**config.mk**
```make
export PLATFORM = sky130hd
export DESIGN_NAME = imem_loader_flat
export DESIGN_NICKNAME = d
export VERILOG_FILES = /design/src/rtl/imem_loader_if.sv /design/src/rtl/imem_loader.sv /design/src/flat_wrapper.sv
export SDC_FILE = /design/constraint.sdc
export NUM_CORES = 1
export LEC_CHECK = 0
export CORE_MARGIN = 4
export CORE_UTILIZATION = 39
export CTS_BUF_LIST = sky130_fd_sc_hd__clkbuf_8 sky130_fd_sc_hd__clkbuf_16
export DETAILED_ROUTE_END_ITERATION = 12
export PLACE_DENSITY_LB_ADDON = 0.08
export SLEW_MARGIN = 20
export SYNTH_ARGS = -nofsm -noshare
export SYNTH_HDL_FRONTEND = slang
export SYNTH_SLANG_ARGS = --single-unit
```
**constraint.sdc**
```tcl
create_clock -name clk -period 3.3 [get_ports clk]
set_input_delay 0.66 -clock clk [delete_from_list [all_inputs] [get_ports clk]]
set_output_delay 0.66 -clock clk [all_outputs]
set_load 0.03 [all_outputs]
```
**src/rtl/imem_loader_if.sv**
```systemverilog
// Bus bundle between the UART-driven instruction-memory loader and its surroundings.
// master: the loader itself; slave: the UART/CPU/memory side that drives start, rx_* and cpu_addr.
interface imem_loader_if #(
  parameter int DATA_WIDTH = 32,
  parameter int ADDR_WIDTH = 6
);
  logic                  start;
  logic                  rx_valid;
  logic [7:0]            rx_data;
  logic [ADDR_WIDTH-1:0] cpu_addr;
  logic [ADDR_WIDTH-1:0] mem_addr;
  logic [DATA_WIDTH-1:0] mem_data;
  logic                  mem_we;
  logic                  cpu_stall;
  logic                  done;
  logic                  err;

  modport master (
    input  start, rx_valid, rx_data, cpu_addr,
    output mem_addr, mem_data, mem_we, cpu_stall, done, err
  );

  modport slave (
    output start, rx_valid, rx_data, cpu_addr,
    input  mem_addr, mem_data, mem_we, cpu_stall, done, err
  );
endinterface

```
**src/rtl/imem_loader.sv**
```systemverilog
// Loads a program into instruction memory from a UART byte stream: header word count, then little-endian words.
// Optional trailing XOR checksum byte when IMEM_LOADER_CHECKSUM_EN is defined.
module imem_loader #(
  parameter int DATA_WIDTH = 32,
  parameter int ADDR_WIDTH = 6
) (
  input logic          clk,
  input logic          rst,
  imem_loader_if.master bus
);
  localparam int unsigned DEPTH = 2 ** ADDR_WIDTH;

`ifdef IMEM_LOADER_CHECKSUM_EN
  typedef enum logic [2:0] {IDLE, HDR, LOAD, CHK, DONE} state_t;
`else
  typedef enum logic [1:0] {IDLE, HDR, LOAD, DONE} state_t;
`endif

  state_t                state, state_next;
  logic [ADDR_WIDTH-1:0] word_idx;
  logic [ADDR_WIDTH-1:0] last_idx;
  logic [ADDR_WIDTH-1:0] hdr_last;
  logic [1:0]            byte_cnt;
  logic [23:0]           asm_reg;
  logic [DATA_WIDTH-1:0] mem_data_q;
  logic                  mem_we_q;
  logic                  byte_acc;
  logic                  word_done;
  logic                  last_word;

  assign byte_acc  = bus.rx_valid && (state == LOAD);
  assign word_done = byte_acc && (byte_cnt == 2'd3);
  // word_idx already points at the word being assembled, so this flags the final word.
  assign last_word = word_done && (word_idx == last_idx);

  assign bus.mem_we   = mem_we_q;
  assign bus.mem_data = mem_data_q;
  assign bus.mem_addr = bus.cpu_stall ? word_idx : bus.cpu_addr;

  // Header byte to index of the final word; 0 or an oversize count means a full memory.
  always_comb begin
    hdr_last = ADDR_WIDTH'(DEPTH - 1);
    if (bus.rx_data != 8'd0 && 32'(bus.rx_data) <= DEPTH)
      hdr_last = ADDR_WIDTH'(32'(bus.rx_data) - 32'd1);
  end

  // NOTE: every output of this block gets a default first so no path can infer a latch.
  always_comb begin
    state_next    = state;
    bus.done      = 1'b0;
    bus.cpu_stall = 1'b1;
    unique case (state)
      IDLE: begin
        bus.cpu_stall = 1'b0;
        if (bus.start) state_next = HDR;
      end
      HDR:  if (bus.rx_valid) state_next = LOAD;
`ifdef IMEM_LOADER_CHECKSUM_EN
      LOAD: if (last_word) state_next = CHK;
      CHK:  if (bus.rx_valid) state_next = DONE;
`else
      LOAD: if (last_word) state_next = DONE;
`endif
      DONE: begin
        bus.done   = 1'b1;
        state_next = IDLE;
      end
      default: state_next = IDLE;
    endcase
  end

  // NOTE: sequential state uses non-blocking assignments only, so every register sees pre-edge values.
  always_ff @(posedge clk or posedge rst) begin
    if (rst) begin
      state      <= IDLE;
      word_idx   <= '0;
      last_idx   <= '0;
      byte_cnt   <= '0;
      asm_reg    <= '0;
      mem_data_q <= '0;
      mem_we_q   <= 1'b0;
    end else begin
      state    <= state_next;
      mem_we_q <= word_done;
      if (state == IDLE && bus.start) begin
        word_idx <= '0;
        byte_cnt <= '0;
        asm_reg  <= '0;
      end
      if (state == HDR && bus.rx_valid) last_idx <= hdr_last;
      if (byte_acc) begin
        byte_cnt <= byte_cnt + 2'd1;
        unique case (byte_cnt)
          2'd0: asm_reg[7:0]   <= bus.rx_data;
          2'd1: asm_reg[15:8]  <= bus.rx_data;
          2'd2: asm_reg[23:16] <= bus.rx_data;
          2'd3: mem_data_q     <= {bus.rx_data, asm_reg};
          default: ;
        endcase
      end
      // Advance after the write cycle; holding at the final index keeps it in range.
      if (mem_we_q && word_idx != last_idx) word_idx <= word_idx + 1'b1;
    end
  end

`ifdef IMEM_LOADER_CHECKSUM_EN
  logic [7:0] xor_q;
  logic       err_q;

  always_ff @(posedge clk or posedge rst) begin
    if (rst) begin
      xor_q <= 8'd0;
      err_q <= 1'b0;
    end else begin
      if (state == IDLE && bus.start) begin
        xor_q <= 8'd0;
        err_q <= 1'b0;
      end
      if (byte_acc) xor_q <= xor_q ^ bus.rx_data;
      if (state == CHK && bus.rx_valid && bus.rx_data != xor_q) err_q <= 1'b1;
    end
  end

  assign bus.err = err_q;
`else
  assign bus.err = 1'b0;
`endif
endmodule

```
**src/flat_wrapper.sv**
```systemverilog
// flat-port wrapper written by rule: the top's interface ports become plain ports
module imem_loader_flat 
#(
  parameter int DATA_WIDTH = 32,
  parameter int ADDR_WIDTH = 6
)
  (clk, rst, bus_start, bus_rx_valid, bus_rx_data, bus_cpu_addr, bus_mem_addr, bus_mem_data, bus_mem_we, bus_cpu_stall, bus_done, bus_err);
  imem_loader_if #(.DATA_WIDTH(DATA_WIDTH), .ADDR_WIDTH(ADDR_WIDTH)) bus_i ();
  input logic clk;
  input logic rst;
  input wire logic [$bits(bus_i.start)-1:0] bus_start;
  input wire logic [$bits(bus_i.rx_valid)-1:0] bus_rx_valid;
  input wire logic [$bits(bus_i.rx_data)-1:0] bus_rx_data;
  input wire logic [$bits(bus_i.cpu_addr)-1:0] bus_cpu_addr;
  output wire logic [$bits(bus_i.mem_addr)-1:0] bus_mem_addr;
  output wire logic [$bits(bus_i.mem_data)-1:0] bus_mem_data;
  output wire logic [$bits(bus_i.mem_we)-1:0] bus_mem_we;
  output wire logic [$bits(bus_i.cpu_stall)-1:0] bus_cpu_stall;
  output wire logic [$bits(bus_i.done)-1:0] bus_done;
  output wire logic [$bits(bus_i.err)-1:0] bus_err;
  assign bus_i.start = bus_start;
  assign bus_i.rx_valid = bus_rx_valid;
  assign bus_i.rx_data = bus_rx_data;
  assign bus_i.cpu_addr = bus_cpu_addr;
  assign bus_mem_addr = bus_i.mem_addr;
  assign bus_mem_data = bus_i.mem_data;
  assign bus_mem_we = bus_i.mem_we;
  assign bus_cpu_stall = bus_i.cpu_stall;
  assign bus_done = bus_i.done;
  assign bus_err = bus_i.err;
  imem_loader #(.DATA_WIDTH(DATA_WIDTH), .ADDR_WIDTH(ADDR_WIDTH)) u_core (.clk(clk), .rst(rst), .bus(bus_i));
endmodule
```
==> flow_results.org <==
** Outcome
- The flow ran to the end, and the final reports show no timing, DRC or antenna violations.

** Worst setup path
- STA puts the critical path data required time at between 2000 and 3000 ps.
- Data arrival time of the worst path :: roughly 2300 ps
- The worst setup path is captured at a primary output.
- Crit Path Category :: flop to primary output
- Crit path max fanout :: 12
- Element type at the critical path start :: flop

** Power and ir drop
- For this design the static power due to leakage is ~1.9 nW.
- The completed layout was analyzed and its total power is roughly 3.4 mW.
- Maximum ir drop on the vdd rail :: 0.386 mV
- For this design the ratio of total power to cell area is ~800 nW/um2.

** Logic synthesis
- In this run the mean area of a mapped cell was roughly 11 um2.
- Cell Area, Synth :: 3250 um2
- Cell type with the largest total area after synthesis :: sky130_fd_sc_hd__dfrtp_1
- The number of nets in the synthesized netlist is around 330.
- Synthesis produced a netlist whose cell count is 300.
- In this run, synthesis produced a sequential element count of 73.
- Top cells by area, synth :: sky130_fd_sc_hd__dfrtp_1, sky130_fd_sc_hd__mux2_2, sky130_fd_sc_hd__nand2_1, sky130_fd_sc_hd__o21ai_0, sky130_fd_sc_hd__ha_1
- Register area share after synthesis :: 0.563
- After synthesis, the netlist uses 30 different library cells.
- The share of synthesized area in the top cell type comes to 0.563.
- The Yosys step of the flow raised 0 warnings.

** Timing
- Total of endpoints with negative setup slack in the final report :: 0
- In this run the tightest slew margin relative to its limit is 0.546.
- Layout Skew :: roughly 9.5 ps
- Final Hold Slack :: between 400 and 500 ps
- In the post-route analysis, the smallest setup slack over all paths is between 300 and 400 ps.
- Share of the clock period used by the worst path :: 0.888
- The clock period could shrink to ~3000 ps.
- Setup repair after global routing left no endpoint under its margin.
- Based on the critical path, the design can be clocked at up to ~340 MHz.
- The final max-slew violation count is 0.
- In the final timing run, aggregate negative setup slack is 0 ps.
- For the pin with the worst max-slew slack, the measured transition is ~680 ps.
- Fin. Hold Viols :: 0

** Floorplan
- The initialized floorplan defines 33 standard-cell rows.
- Height of the die :: about 99 um
- In this run the standard cell core region covers ~8200 um2.
- I/O pin total :: 60
- Die Outline Area :: ~10000 um2
- The floorplan step set the die width to 99.2 um.
- Initial core utilization :: 0.397

** Final layout
- After filler insertion, the fill cell instance count of the layout stands at 767.
- Register Area :: 1830 um2
- Multi-input gate area :: ~1300 um2
- Antenna diode instance count :: 0
- Of the cells placed in the final design, the portion with a size suffix greater than 1 is 0.165.
- Max FFs per register :: 32
- Area added between synthesis and finish :: 28.4%
- For this run, the post-layout net count is ~390.

** Hold path
- Worst hold path type :: flop to flop

** Clock tree
- Clock-pin slew was measured on the worst setup and hold paths at about 80 ps.
- Post-cts repair resize count :: 0
- TritonCTS Sinks :: 73
- Clock tree synthesis inserted a total of 9 buffers.
- Post CTS Setup Buffer Count :: 0
- Post-CTS Hold Fix Bufs :: 0
- CTS built an H-tree with a depth of 3.
- Later-pin clock latency in the skew report :: between 300 and 400 ps
- The clock passes through at most 2 buffers.
- TritonCTS built the clock tree.
- The cell sitting at the root of the clock tree is a sky130_fd_sc_hd__clkbuf_8.

** Place
- Port buffering added 58 buffers.
- Once detailed placement completed, the half-perimeter wirelength came to approximately 4800 um.
- Before CTS, the worst setup slack after placement is 609 ps.
- Gpl congestion :: roughly 0.76

** Global routing
- Across every metal layer, demand over resource in global routing totals 0.154.
- The via count of the first global-routing pass was 2333.
- Leftover overflow at the end of global routing :: 0
- Largest net degree at the start of global routing :: between 40 and 50
- Wire length of the first global-routing pass :: approximately 12000 um
- Number of antenna violations at the first check in global routing :: 0

** Route
- The first routing iteration left between 60 and 70 violations.
- Via-to-Cell Ratio :: about 5
- In the routed design, unresolved DRC markers number 0.
- Remaining antenna violation count :: 0
- The routed design has 6820 um of wire.
- Across all layers, the routed design uses approximately 2300 vias.
- Routed wirelength normalized by instance count :: 14.6 um
- Before antenna repair, the detailed router went through 4 iterations.

** Job
- Count of maximum capacitance violations :: 0
through the flow:
step / std cells / utilization / area (um2)
floorplan: 300 / - / 3250
global placement: 453 / 0.482 / 3940
detailed placement: 453 / 0.482 / 3940
CTS: 469 / 0.510 / 4170
global route: 469 / 0.510 / 4170
finish: 469 / 0.510 / 4170
worst paths after layout:
kind / startpoint / end / slack [ps] / cells past startpoint
worst max-delay path: u_core.state[1]$_DFFE_PP0P_ / bus_mem_addr[0] / 370 / 4
worst min-delay path: u_core.bus.mem_data[25]$_DFFE_PP0N_ / u_core.bus.mem_data[25]$_DFFE_PP0N_ / 500 / 2
worst max register to register: u_core.state[0]$_DFFE_PP0P_ / u_core.state[1]$_DFFE_PP0P_ / 1060 / 7
worst min register to register: u_core.bus.mem_data[25]$_DFFE_PP0N_ / u_core.bus.mem_data[25]$_DFFE_PP0N_ / 500 / 2
max in group asynchronous: rst / u_core.bus.mem_data[2]$_DFFE_PP0N_ / 2160 / 3
min in group asynchronous: rst / u_core.word_idx[3]$_DFFE_PP0P_ / 730 / 3
where the power goes:
part / switching [mW] / leakage (nW) / internal, mW
clock: 0.327 / 0.115 / 0.464
sequential: 0.180 / 0.971 / 1.19
combinational: 0.694 / 0.809 / 0.550
layer usage:
| layer | global-route usage | up-vias | share of wire |
|---|---|---|---|
| li1 | - | 1121 | - |
| met1 | 0.218 | 1125 | 0.48 |
| met2 | 0.231 | 40 | 0.47 |
| met3 | 0.0288 | 7 | 0.036 |
| met4 | 0.0693 | 0 | 0.012 |
| met5 | 0 | - | 0 |
synthesized netlist by cell type:
| cell type | n |
|---|---|
| sky130_fd_sc_hd__clkbuf_1 | 11 |
| sky130_fd_sc_hd__nor3_1 | 1 |
| sky130_fd_sc_hd__a221oi_2 | 1 |
| sky130_fd_sc_hd__nand3b_1 | 1 |
| sky130_fd_sc_hd__or3_1 | 3 |
| sky130_fd_sc_hd__o32a_1 | 1 |
| sky130_fd_sc_hd__xnor2_1 | 10 |
| sky130_fd_sc_hd__conb_1 | 1 |
| sky130_fd_sc_hd__a21oi_1 | 6 |
| sky130_fd_sc_hd__buf_4 | 2 |
| sky130_fd_sc_hd__inv_1 | 13 |
| sky130_fd_sc_hd__and3_1 | 3 |
| sky130_fd_sc_hd__o22ai_1 | 1 |
| sky130_fd_sc_hd__ha_1 | 11 |
| sky130_fd_sc_hd__nand3_1 | 16 |
| sky130_fd_sc_hd__nand2_1 | 54 |
| sky130_fd_sc_hd__o211ai_1 | 2 |
| sky130_fd_sc_hd__nor2_1 | 10 |
| sky130_fd_sc_hd__and2_1 | 2 |
| sky130_fd_sc_hd__mux2_1 | 1 |
| sky130_fd_sc_hd__o21ai_0 | 32 |
| sky130_fd_sc_hd__dfrtp_1 | 73 |
| sky130_fd_sc_hd__nand2_4 | 1 |
| sky130_fd_sc_hd__o311ai_0 | 1 |
| sky130_fd_sc_hd__mux2_2 | 34 |
| sky130_fd_sc_hd__xor2_1 | 2 |
| sky130_fd_sc_hd__buf_1 | 4 |
| sky130_fd_sc_hd__nor3b_1 | 1 |
| sky130_fd_sc_hd__nor2b_1 | 1 |
| sky130_fd_sc_hd__nand4_1 | 1 |
cell families after synthesis:
logic type / after synthesis / synth area share
other cells: 1 / 0.00115
compound gates: 44 / 0.0755
buf+inv: 30 / 0.0370
mux: 35 / 0.121
xor+xnor: 12 / 0.0324
fa+ha+maj: 11 / 0.0424
flops: 73 / 0.563
simple gates: 94 / 0.128
cell type report:
| cell class | instances | share of cell area |
|---|---|---|
| Timing Repair Buffer | 65 | 0.152 |
| Sequential cell | 73 | 0.438 |
| Clock buffer | 11 | 0.0363 |
| Inverter | 13 | 0.0117 |
| Multi-Input combinational cell | 197 | 0.312 |
| Tap cell | 105 | 0.0315 |
| Clock inverter | 5 | 0.0186 |
cells in the final DEF (no fill, tap or decap):
cell                              netlist  final
sky130_fd_sc_hd__and3_1                 3      3
sky130_fd_sc_hd__inv_2                  0      1
sky130_fd_sc_hd__o22ai_1                1      1
sky130_fd_sc_hd__nor2_1                10     10
sky130_fd_sc_hd__o21ai_0               32     32
sky130_fd_sc_hd__xor2_1                 2      2
sky130_fd_sc_hd__nor3_1                 1      1
sky130_fd_sc_hd__clkinvlp_4             0      1
sky130_fd_sc_hd__o311ai_0               1      1
sky130_fd_sc_hd__nor2b_1                1      1
sky130_fd_sc_hd__mux2_2                34     34
sky130_fd_sc_hd__nand3_1               16     16
sky130_fd_sc_hd__dfrtp_1               73     73
sky130_fd_sc_hd__bufinv_16              0      2
sky130_fd_sc_hd__clkbuf_8               0     11
sky130_fd_sc_hd__nand4_1                1      1
sky130_fd_sc_hd__o32a_1                 1      1
sky130_fd_sc_hd__inv_1                 13     12
sky130_fd_sc_hd__xnor2_1               10     10
sky130_fd_sc_hd__nor3b_1                1      1
sky130_fd_sc_hd__a21oi_1                6      6
sky130_fd_sc_hd__clkdlybuf4s50_1        0     58
sky130_fd_sc_hd__and2_1                 2      2
sky130_fd_sc_hd__nand2_4                1      1
sky130_fd_sc_hd__or3_1                  3      3
sky130_fd_sc_hd__buf_4                  2      7
sky130_fd_sc_hd__mux2_1                 1      1
sky130_fd_sc_hd__ha_1                  11     11
sky130_fd_sc_hd__clkinv_2               0      2
sky130_fd_sc_hd__nand3b_1               1      1
sky130_fd_sc_hd__nand2_1               54     54
sky130_fd_sc_hd__conb_1                 1      1
sky130_fd_sc_hd__a221oi_2               1      1
sky130_fd_sc_hd__o211ai_1               2      2
critical path, cell delays in order (launching register included):
cell                              delay, ps
sky130_fd_sc_hd__dfrtp_1                420
sky130_fd_sc_hd__inv_1                   90
sky130_fd_sc_hd__ha_1                   440
sky130_fd_sc_hd__mux2_2                 390
sky130_fd_sc_hd__clkdlybuf4s50_1        590
(Power assumes the default switching activity.)
